File: config.mk
export PLATFORM = sky130hd
export DESIGN_NAME = t06_debounce
export DESIGN_NICKNAME = d
export VERILOG_FILES = /design/src/rtl/t06_debounce.sv
export SDC_FILE = /design/constraint.sdc
export NUM_CORES = 1
export LEC_CHECK = 0
export CORE_UTILIZATION = 62
export CTS_CLUSTER_SIZE = 10
export DETAILED_ROUTE_END_ITERATION = 12
export GPL_TIMING_DRIVEN = 0
export PLACE_DENSITY = 0.82
export SETUP_SLACK_MARGIN = 0.15
export SLEW_MARGIN = 20
export SYNTH_ARGS = -nofsm -noshare
export SYNTH_HDL_FRONTEND = slang
export SYNTH_SLANG_ARGS = --single-unit
export TNS_END_PERCENT = 1
File: constraint.sdc
create_clock -name clk -period 4.08 [get_ports clk]
set_input_delay 0.816 -clock clk [delete_from_list [all_inputs] [get_ports clk]]
set_output_delay 0.816 -clock clk [all_outputs]
set_load 0.02 [all_outputs]
File: src/rtl/t06_debounce.sv
// Multi-channel button debouncer: 2-flop synchronizer, shared sample-tick prescaler,
// and per-channel STABLE/PENDING filter producing clean levels and edge pulses.
module t06_debounce #(
    parameter int NUM_BTN      = 4,
    parameter int TICK_DIV     = 1000,
    parameter int STABLE_TICKS = 8
) (
    input  logic               clk,
    input  logic               rst,
    input  logic [NUM_BTN-1:0] btn_in,
    output logic [NUM_BTN-1:0] btn_clean,
    output logic [NUM_BTN-1:0] btn_rise,
    output logic [NUM_BTN-1:0] btn_fall
);

    localparam int PW = (TICK_DIV > 1) ? $clog2(TICK_DIV) : 1;
    localparam int CW = $clog2(STABLE_TICKS + 1);

    typedef enum logic {
        ST_STABLE  = 1'b0,
        ST_PENDING = 1'b1
    } state_t;

    logic [NUM_BTN-1:0] sync_meta;
    logic [NUM_BTN-1:0] sync;
    logic [PW-1:0]      pre_cnt;
    logic               tick;
    logic [NUM_BTN-1:0] accept;

    state_t        state_q [NUM_BTN];
    state_t        state_d [NUM_BTN];
    logic [CW-1:0] cnt_q   [NUM_BTN];
    logic [CW-1:0] cnt_d   [NUM_BTN];

    // NOTE: sequential state uses non-blocking assignments so every flop samples
    // pre-edge values; blocking here would collapse the two synchronizer stages.
    always_ff @(posedge clk or posedge rst) begin
        if (rst) begin
            sync_meta <= '0;
            sync      <= '0;
        end else begin
            sync_meta <= btn_in;
            sync      <= sync_meta;
        end
    end

    always_ff @(posedge clk or posedge rst) begin
        if (rst) begin
            pre_cnt <= '0;
        end else if (pre_cnt == PW'(TICK_DIV - 1)) begin
            pre_cnt <= '0;
        end else begin
            pre_cnt <= pre_cnt + PW'(1);
        end
    end

    assign tick = (pre_cnt == PW'(TICK_DIV - 1));

    // NOTE: every combinational output gets a default before the case so no
    // path leaves a variable unassigned, which would otherwise infer a latch.
    always_comb begin
        accept = '0;
        for (int i = 0; i < NUM_BTN; i++) begin
            state_d[i] = state_q[i];
            cnt_d[i]   = cnt_q[i];
            case (state_q[i])
                ST_STABLE: begin
                    if (sync[i] != btn_clean[i]) begin
                        state_d[i] = ST_PENDING;
                        cnt_d[i]   = '0;
                    end
                end
                ST_PENDING: begin
                    if (sync[i] == btn_clean[i]) begin
                        state_d[i] = ST_STABLE;
                        cnt_d[i]   = '0;
                    end else if (tick) begin
                        // Accept on the tick that would make the count reach STABLE_TICKS.
                        if (cnt_q[i] == CW'(STABLE_TICKS - 1)) begin
                            accept[i]  = 1'b1;
                            state_d[i] = ST_STABLE;
                            cnt_d[i]   = '0;
                        end else begin
                            cnt_d[i] = cnt_q[i] + CW'(1);
                        end
                    end
                end
                default: begin
                    state_d[i] = ST_STABLE;
                    cnt_d[i]   = '0;
                end
            endcase
        end
    end

    // NOTE: the per-channel arrays are plain flops, not a RAM, so they are reset
    // like any other state; this is what lets reset discard a pending change.
    always_ff @(posedge clk or posedge rst) begin
        if (rst) begin
            for (int i = 0; i < NUM_BTN; i++) begin
                state_q[i] <= ST_STABLE;
                cnt_q[i]   <= '0;
            end
        end else begin
            for (int i = 0; i < NUM_BTN; i++) begin
                state_q[i] <= state_d[i];
                cnt_q[i]   <= cnt_d[i];
            end
        end
    end

    // Pulses are registered alongside btn_clean so they coincide with the new level.
    always_ff @(posedge clk or posedge rst) begin
        if (rst) begin
            btn_clean <= '0;
            btn_rise  <= '0;
            btn_fall  <= '0;
        end else begin
            btn_clean <= btn_clean ^ accept;
            btn_rise  <= accept & ~btn_clean;
            btn_fall  <= accept & btn_clean;
        end
    end

endmodule

# Word-level counts from Yosys, hierarchy flattened
# Cells that the tools add are included.
op_classes:
  add_sub_neg: 5
  multipliers: 0
  div: 0
  n_lt_le_gt_ge: 0
  eq_ne: 21
  n_shift: 0
  n_mux: 57
  bitwise_logic: 8
  n_reduce_logical: 4
op_table:
  columns: ["op", "n"]
  rows:
  - ["4-bit 2-to-1 mux", 16]
  - ["1-bit 2-to-1 mux", 32]
  - ["4-bit case mux with 2 select lines", 4]
  - ["4-bit by 1-bit adder with 4-bit output, second input constant", 4]
  - ["4-bit by 3-bit == test with 1-bit output, second input constant", 4]
  - ["3-bit by 2-bit != test with 1-bit output, second input constant", 4]
  - ["10-bit by 1-bit adder with 10-bit output, second input constant", 1]
  - ["10-bit == test, second input constant", 1]
  - ["10-bit 2-to-1 mux", 1]
  - ["4-bit bitwise AND", 2]
  - ["2-bit != test, second input constant", 4]
  - ["1-bit case mux with 2 select lines", 4]
  - ["2-bit AND reduction", 4]
  - ["1-bit == test", 4]
  - ["1-bit != test", 4]
  - ["1-bit inverter", 4]
  - ["4-bit inverter", 1]
  - ["4-bit bitwise XOR", 1]
word_totals:
  ff_bits: 50
  latch_bits: 0
  ram_bits: 0
  rom_bits: 0
  inputBits: 6
  out_inout_bits: 12
  word_cells: 109
  mem_count: 0

# Longest topological paths before layout
logic_depth:
  depth_word: 6
  ltp_mapped: 7
  mapped_depth_nobuf: 6

# Worst setup path before layout
# OpenSTA, ideal clock, no wires.
synth_timing:
  path_kind: "flip-flop to flip-flop"
  start: "register pre_cnt[0]"
  end: "register btn_clean[1]"
  setup_ns: 0.063
  t_arrival_ns: 1.847
  required_ns: 4.017
  setup_slack_ns: 2.170
  stages_incl_launch_ff: 8
  path_buffers: 1
  synth_period_minus_slack_ns: 1.910
  path_cell_list: "dfrtp_1 -> ha_1 -> and4b_4 -> nand3_4 -> clkbuf_1 -> nor4_1 -> ha_1 -> inv_1"
synth_via:
  elab_chain_cells: 5
synth_rtl:
  columns: ["element", "line", "rtl"]
  rows:
  - ["start, declared", "26", "logic [PW-1:0] pre_cnt;"]
  - ["start signal, assigned", "53", "pre_cnt <= pre_cnt + PW'(1);"]
  - ["10-bit == test", "57", "assign tick = (pre_cnt == PW'(TICK_DIV - 1));"]
  - ["1-bit 2-to-1 mux", "77", "end else if (tick) begin"]
  - ["1-bit 2-to-1 mux", "74", "if (sync[i] == btn_clean[i]) begin"]
  - ["1-bit 2-to-1 mux", "66", "case (state_q[i])"]
  - ["4-bit bitwise XOR", "119", "btn_clean <= btn_clean ^ accept;"]
  - ["end signal, assigned", "119", null]
  - ["end, declared", "11", "output logic [NUM_BTN-1:0] btn_clean,"]
# Every way passes these cells.
# A chain may end at the register's enable or synchronous reset.

# Worst setup path after layout
# Same ends and word-level chain as after synthesis.

==> impl_metrics.yaml <==
status:
  status: "complete, no violations"
layout:
  layout-drive-gt1-share: 0.0798
  diodes: 0
  final_cells: 284
  fill_cells: 255
  final_common_cell: "dfrtp_1"
  final_nets: 257
  layout_common_cells: "50 x dfrtp_1, 19 x nor2_1, 19 x nand2_1, 18 x nand3_1, 17 x clkdlybuf4s50_1"
  area_growth_pct: 14.3
worst_setup_path:
  r2r_setup_slack_ns: 1.81
  critPathMaxStageDelay_ns: 0.48
  cp_data_required_time_ns: 4.34
  cpMaxStageDelayCell: "nor4_1"
  worst-r2r-cell-count: 7
  crit_buf_inv: 2
  rr_endpoint: "btn_clean[1]"
  path_class: "flop to flop"
  crit_top_cell: "ha_1"
  cp_top_family: "simple AND/OR/NAND/NOR gates"
  cp_max_fo: 10
  worstReg2RegStart: "pre_cnt[0]"
  critPathCaptureType: "flop"
  startpoint_type: "flop"
  critPathArrivalTime_ns: 2.53
  path_cells: "ha_1 > and4b_4 > nand3_4 > clkbuf_1 > nor4_1 > ha_1 > inv_1"
global_route:
  overflow: 0
  grt_pass1_vias: 1676
  grt_start_max_net_pins: 27
  grt_usage: 0.260
  antenna_found_initial: 0
  grt_pass1_wl_mm: 7.79
routing:
  num_vias: 1711
  drcViolationCount: 0
  ant_nets: 0
  drtIter0Drc: 107
  wirelength_mm: 4.45
  wire_per_inst_um: 15.7
  dr.pass1.iters: 5
  viasPerCell: 6.02
synthesis:
  ys_warn_count: 0
  syn_area_um2: 2320
  synth_top_area_frac: 0.540
  synth-seq-cells: 50
  yosysSeqAreaShare: 0.540
  synth_cell_types: 45
  synth_edf_count: 0
  avgSynthCellArea_um2: 10.9
  syn_inst: 213
  syn_nets: 232
  synth_flop_cell: "dfrtp_1"
  yosysTopAreaCell: "dfrtp_1"
  netlist_top_cells_area: "dfrtp_1 54%, ha_1 7.0%, nand3_1 3.9%, nand2_1 3.1%, nor2_1 3.1%"
  async_flop_share: 1.00
clock_network:
  cts_hold_buf: 0
  clk_latency_ns: 0.31
  cts_buffers: 5
  cts_tree: "yes"
  post_cts_buffers: 0
  path_clk_slew_ns: 0.09
  cts_resized: 0
  cts_max_path_buffers: 2
  clock-sinks: 50
  h-tree-depth: 2
  cts_root_buffer: "clkbuf_8"
timing:
  worst_pin_slew_ns: 0.555
  max_freq_mhz: 441
  min_period_ns: 2.27
  finalCritPeriodShare: 0.556
  setup_violations: 0
  slew_headroom: 0.630
  hold_viol: 0
  tns_ns: 0
  drv_slew: 0
  rsz0062_at_grt: "false"
  fin_skew_ns: 0.00782
place:
  dpl.hpwl_mm: 3.24
  dp_cells: 277
  io_buffers: 17
  gp_congestion: 0.829
min_path:
  min_from: "sync_meta[3]"
  holdPathEnd: "sync[3]"
  hold_depth: 0
  hold_path_class: "flop to flop"
power:
  power_uw: 822
  peakVddDrop_mv: 0.268
  p_per_area_nw_per_um2: 310
  p_leak_uw: 0.00128
floorplanning:
  dieArea_um2: 3990
  die_y_um: 63.2
  placementRows: 21
  floorplan.initialDensity: 0.668
  ios: 18
  core_um2: 3470
  fp.dieW_um: 63.2
job:
  drv_cap: 0
## cell families after synthesis
logic type	share of synthesized area
buffers and inverters	0.0297
flip-flops	0.540
XOR/XNOR	0.0518
multiplexers	0.00432
adder cells (fa/ha/maj)	0.0702
AND/OR/NAND/NOR	0.220
AO/OA/AOI/OAI	0.0847
## per-stage QoR
stage	utilization	instance area [um^2]	hold slack [ns]	setup slack, ns
after floorplan	-	2320	0.331	2.06
after CTS	0.764	2650	0.363	1.79
final	0.764	2650	0.361	1.81
after global routing	0.764	2650	0.372	1.63
after detailed placement	0.740	2570	0.340	1.79
after global placement	0.734	2550	0.334	1.20
## report_power, final
| part | switching, uW | internal [uW] | total, uW |
|---|---|---|---|
| Clock | 165 | 117 | 282 |
| Combinational | 22.3 | 12.2 | 34.5 |
| Sequential | 3.97 | 501 | 505 |
## metal layers
metal	GRT usage	vias to the layer above	share of wire
li1	-	813	-
met3	0.0435	15	0.033
met4	0.140	0	0.033
met1	0.330	840	0.43
met5	0	-	0
met2	0.426	43	0.50
## synthesized netlist by cell type, types with 2 or more instances
cell	number
a21oi_1	2
a21o_1	2
a22o_1	2
or3_1	2
o21ai_0	2
nor4_1	4
or4_1	3
inv_1	13
nand2_1	19
and2_0	2
dfrtp_1	50
xor2_1	6
and3_1	3
nor2_1	19
a41oi_1	2
clkbuf_1	3
o211ai_1	2
a32o_1	2
xnor2_1	4
xor2_2	2
nand4_1	9
ha_1	13
o21ai_1	2
nor3_1	2
nand3_1	18
a31oi_1	5
and4_1	2
## sequential cells by signal, indices dropped and copies added, names as in the netlist
register and count:
cnt_q 16, pre_cnt 10, btn_clean 4, btn_fall 4, btn_rise 4, state_q 4
sync 4, sync_meta 4
## final cells by class
cell class,instances,area [um^2],share of cell area
timing repair buffer,18,190,0.0718
inverter,14,52.6,0.0198
clock inverter,2,15.0,0.00567
clock buffer,5,68.8,0.0260
sequential,50,1250,0.472
multi-input combinational,145,998,0.377
buffer,4,16.3,0.00614
tap,46,57.6,0.0217
## worst max-delay path by stage
stage	start	endpoint	slack (ns)	cells after the start
4_1_cts	pre_cnt[0]	btn_clean[1]	1.79	7
3_3_place_gp	rst	btn_fall[0]	1.20	2
5_1_grt	pre_cnt[0]	btn_clean[1]	1.63	7
6_report	pre_cnt[0]	btn_clean[1]	1.81	7
2_1_floorplan	rst	btn_clean[0]	2.06	1
3_5_place_dp	pre_cnt[0]	btn_clean[1]	1.79	7
No activity file was read; power rests on OpenSTA's default activity.
